==> config.mk <==
export PLATFORM = sky130hd
export DESIGN_NAME = uart_tx_frame
export DESIGN_NICKNAME = d
export VERILOG_FILES = /design/src/rtl/uart_tx_frame.sv
export SDC_FILE = /design/constraint.sdc
export NUM_CORES = 1
export LEC_CHECK = 0
export CELL_PAD_IN_SITES_DETAIL_PLACEMENT = 1
export CELL_PAD_IN_SITES_GLOBAL_PLACEMENT = 2
export CORE_MARGIN = 2
export CORE_UTILIZATION = 25
export CTS_BUF_LIST = sky130_fd_sc_hd__clkbuf_4
export CTS_CLUSTER_SIZE = 24
export DETAILED_ROUTE_END_ITERATION = 10
export PLACE_DENSITY_LB_ADDON = 0.1
export SETUP_SLACK_MARGIN = 0.4
export SYNTH_ARGS = -nofsm -noshare
export SYNTH_HDL_FRONTEND = slang
export SYNTH_SLANG_ARGS = --single-unit
==> constraint.sdc <==
create_clock -name clk -period 2.7 [get_ports clk]
set_input_delay 0.675 -clock clk [delete_from_list [all_inputs] [get_ports clk]]
set_output_delay 0.675 -clock clk [all_outputs]
set_load 0.005 [all_outputs]
==> src/rtl/uart_tx_frame.sv <==
// uart_tx_frame: byte-serial UART transmitter, 1 start, 8 data (LSB first),
// 1 stop bit, with bit timing from an internal divider on clk.
//
// Core handshake: a byte is accepted on a rising clk edge where
// tx_valid && tx_ready. tx_ready is high only in IDLE. tx_data is sampled
// only on that edge. tx_valid seen while busy is ignored.
//
// Optional feature: define UART_TX_PARITY_EN to insert an even-parity bit
// between the last data bit and the stop bit (11-bit frame).
module uart_tx_frame #(
  parameter int CLKRATE  = 50_000_000,
  parameter int BAUDRATE = 9600
) (
  input  logic       clk,
  input  logic       nrst,
  input  logic [7:0] tx_data,
  input  logic       tx_valid,
  output logic       tx_ready,
  output logic       txd,
  output logic       busy
);

  localparam int BAUDDIV = CLKRATE / BAUDRATE;
  localparam int CW      = (BAUDDIV < 2) ? 1 : $clog2(BAUDDIV);
  localparam logic [CW-1:0] BAUD_LAST = CW'(BAUDDIV - 1);

  // A divider below 2 cannot hold a bit for a whole number of cycles.
  if (BAUDDIV < 2) begin : g_baud_check
    $error("uart_tx_frame: CLKRATE/BAUDRATE must be at least 2");
  end

`ifdef UART_TX_PARITY_EN
  typedef enum logic [2:0] {
    IDLE   = 3'd0,
    START  = 3'd1,
    DATA   = 3'd2,
    PARITY = 3'd3,
    STOP   = 3'd4
  } state_t;
`else
  typedef enum logic [1:0] {
    IDLE  = 2'd0,
    START = 2'd1,
    DATA  = 2'd2,
    STOP  = 2'd3
  } state_t;
`endif

  state_t        state;
  logic [CW-1:0] baud_cnt;
  logic [2:0]    bit_idx;
  logic [7:0]    shift;
`ifdef UART_TX_PARITY_EN
  logic          parity;
`endif

  logic baud_last;
  // End of the current bit period.
  assign baud_last = (baud_cnt == BAUD_LAST);

  // Frame sequencer: state, baud divider, shift register and registered outputs.
  always_ff @(posedge clk or negedge nrst) begin
    if (!nrst) begin
      state    <= IDLE;
      baud_cnt <= '0;
      bit_idx  <= 3'd0;
      shift    <= 8'd0;
      txd      <= 1'b1;
      tx_ready <= 1'b1;
      busy     <= 1'b0;
`ifdef UART_TX_PARITY_EN
      parity   <= 1'b0;
`endif
    end else begin
      // The divider only runs while a frame is on the line; it is 0 in IDLE.
      if (state != IDLE) begin
        baud_cnt <= baud_last ? '0 : baud_cnt + CW'(1);
      end

      case (state)
        IDLE: begin
          if (tx_valid && tx_ready) begin
            shift    <= tx_data;
            txd      <= 1'b0;
            state    <= START;
            baud_cnt <= '0;
            tx_ready <= 1'b0;
            busy     <= 1'b1;
`ifdef UART_TX_PARITY_EN
            parity   <= ^tx_data;
`endif
          end
        end

        START: begin
          if (baud_last) begin
            txd     <= shift[0];
            state   <= DATA;
            bit_idx <= 3'd0;
          end
        end

        DATA: begin
          if (baud_last) begin
            if (bit_idx != 3'd7) begin
              shift   <= {1'b0, shift[7:1]};
              txd     <= shift[1];
              bit_idx <= bit_idx + 3'd1;
            end else begin
`ifdef UART_TX_PARITY_EN
              txd   <= parity;
              state <= PARITY;
`else
              txd   <= 1'b1;
              state <= STOP;
`endif
            end
          end
        end

`ifdef UART_TX_PARITY_EN
        PARITY: begin
          if (baud_last) begin
            txd   <= 1'b1;
            state <= STOP;
          end
        end
`endif

        STOP: begin
          if (baud_last) begin
            state    <= IDLE;
            tx_ready <= 1'b1;
            busy     <= 1'b0;
          end
        end

        default: begin
          state    <= IDLE;
          txd      <= 1'b1;
          tx_ready <= 1'b1;
          busy     <= 1'b0;
        end
      endcase
    end
  end

endmodule

==> key figures <==
Timing
  • Slew at the pin closest to its max-slew limit: around 0.43 ns
  • Tcrit/Tclk final: 0.779
  • Sum Neg Setup Slack: 0 ns
  • Worst Clk Skew: ~0.011 ns
  • Endpoints failing setup: 0
  • Rel. slew slack: 0.710
  • RSZ-0062 raised after global routing: false
  • Shortest period the worst path allows: 2.10 ns
  • Hold WS: 0.530 ns
  • Achievable Freq: 476 MHz
  • Final Hold Violating Endpoints: 0
  • Fin. max-slew vios: 0

Worst setup path
  • Req. time, crit path: 2.92 ns
  • Crit start category: flip-flop
  • Arr. time, crit path: 2.32 ns
  • Crit-path max FO: 7
  • Crit Reg-Reg Startpoint: baud_cnt[0]
  • Setup crit end kind: flip-flop
  • Worst reg2reg path depth: 5
  • R2r endpoint: shift[1]
  • Setup Crit Path Kind: flip-flop to flip-flop
  • R2R setup slack: roughly 0.6 ns

Clock tree
  • Clk_lat worst skew: 0.33 ns
  • Clk buf depth: 2
  • Setup bufs post-CTS: 0
  • CTS root buf: clkbuf_4
  • Worst-path clk slew: 0.11 ns
  • CTS Sinks: 29
  • CTS tree: built
  • CTS Buf Count: 5
  • Hold-fix buffers, CTS: 0
  • Htree depth: 2
  • Cts repair resizes: 0

Placed design
  • Input/output buffers: 13
  • Dpl hpwl: 3.27 mm
  • Post-DP Area: 1940 sq um
  • RD Place Congestion: 0.772

Finish
  • Filler cells: between 700 and 800
  • Final instance area: about 2000 sq um
  • Finished Core Util: 0.296
  • Share of cells above drive strength 1: 0.119
  • Nets@finish: 210
  • Most common cell after layout, fill and taps aside: dfrtp_1
  • Diode count: 0
  • FF/Latch Area: 728 sq um
  • Area grow syn2layout: 16.5%
  • Most frequent cells in the layout: dfrtp_1 (27), nand2_1 (16), nand3_1 (14)
  • Footprint of the multi-input gates: 905 sq um

Status
  • Outcome: finished, final reports clean

Routing
  • Number of nets still failing antenna checks after routing: 0
  • Drt via density: approximately 5.1
  • 1st-pass router iterations: 4
  • Routed via count: 1,398
  • DR WL/cell: about 17 um
  • Drc violations: 0
  • Total Wirelength: 4.66 mm
  • Detailed router's first-iteration violation count: 33

Global route
  • Vias in the first global route: approximately 1.5k
  • Grt ovf: 0
  • Pin count of the biggest net entering global routing: 30
  • GRT Total Usage: 0.137
  • First-pass GRT wire length: 7.97 mm
  • Initial antenna violation count: 0

Yosys
  • Netlist Area Pre-Place: about 1700 sq um
  • Flops & latches, synth: 29
  • Post-synth ARST share: 1.00
  • Ys Warns: 0
  • Sequential area share after synthesis: 0.426
  • Post-Syn Instances: 176
  • Most used flip-flop cell after synthesis: dfrtp_1
  • Top cell type's share of synthesized area: 0.395
  • Top cells by area, synth: dfrtp_1 (40%), ha_1 (5.1%), o221a_1 (4.6%), nand3_1 (4.1%), or3_1 (4.0%)
  • Avg Cell Area, Syn: 9.71 sq um
  • Post-synth EDFFs: 0
  • Post-synthesis net count: 194
  • Synth area leader: dfrtp_1
  • Number of library cell types mapped by synthesis: 49

Floorplanning
  • DIE AREA: between 7000 and 8000 sq um
  • Core area: ~6700 sq um
  • Die Y: 86.7 um
  • Initial core utilization: 0.254
  • I/O Pins: 14
  • Row cnt: 30
  • Die Width: 86.7 um

Power and ir drop
  • PwrDens: roughly 360 nW/um^2
  • Tot Pwr: 0.722 mW
  • P_leak: a little under 0.8 nW
  • Peak VDD IR: 0.124 mV

Worst hold path
  • Hold wc startpoint: tx_ready
  • Hold Path Depth: 2
  • Worst Hold Class: flip-flop to flip-flop
  • Worst Hold End: tx_ready

Run
  • Max cap viols: 0
## registers in the layout, indices dropped and copies added, names as in the netlist
name / cells
shift: 8
tx_ready: 1
bit_idx: 3
state: 2
baud_cnt: 13
busy: 1
txd: 1
## Yosys cell counts (all sizes together), types with 4 or more instances
cell type,number
nand2,17
o21ai,12
nand3,15
a21oi,6
or3,11
dfrtp,27
clkbuf,4
buf,5
ha,7
inv,11
nor2,7
o221a,7
## where the power goes
part	switching (mW)	leakage, nW	internal (mW)
combinational	0.0114	0.416	0.0137
clock	0.169	0.0300	0.0942
sequential	0	0.326	0.434
## worst max-delay path, stage by stage, from the launching register on
cell and delay [ns]:
dfrtp_1 0.40, ha_1 0.22, and4b_1 0.33, nand3_2 0.20, or4b_4 0.59, o221a_1 0.25
## worst max-delay path by stage
| stage | startpoint | to | slack (ns) | cells past startpoint |
|---|---|---|---|---|
| 2_1_floorplan | state[0] | shift[0] | 0.67 | 8 |
| 3_3_place_gp | tx_valid | shift[0] | 0.27 | 5 |
| 3_5_place_dp | tx_valid | shift[1] | 0.23 | 5 |
| 4_1_cts | state[0] | txd | 0.46 | 6 |
| 5_1_grt | baud_cnt[0] | shift[5] | 0.47 | 5 |
| 6_report | baud_cnt[0] | shift[1] | 0.60 | 5 |
## metal layers
metal,global-route usage,vias to the layer above,share of wire,wire (um)
met5,0,-,0,0
met2,0.220,13,0.48,2240
met1,0.181,703,0.48,2230
met3,0.0343,5,0.028,130
met4,0.0384,0,0.012,57
li1,-,677,-,-
## cell families after synthesis
kind of cell / after synthesis / share of synthesized area
simple gates: 78 / 0.275
xor+xnor: 2 / 0.0103
fa+ha+maj: 7 / 0.0512
flops: 29 / 0.426
mux: 4 / 0.0256
compound gates: 36 / 0.163
buf+inv: 20 / 0.0483
## through the flow
step	setup WS [ns]	std cells
5_1_grt	0.468	273
2_1_floorplan	0.666	176
3_5_place_dp	0.231	265
6_report	0.597	273
4_1_cts	0.459	273
3_3_place_gp	0.267	265
## final cells by class
cell class / instances / area share
clock inverter: 3 / 0.00628
clock buffer: 5 / 0.0188
inverter: 11 / 0.0207
timing repair buffer: 18 / 0.0842
sequential: 29 / 0.366
multi-input combinational: 127 / 0.454
tap: 80 / 0.0503
(Power assumes the default switching activity.)
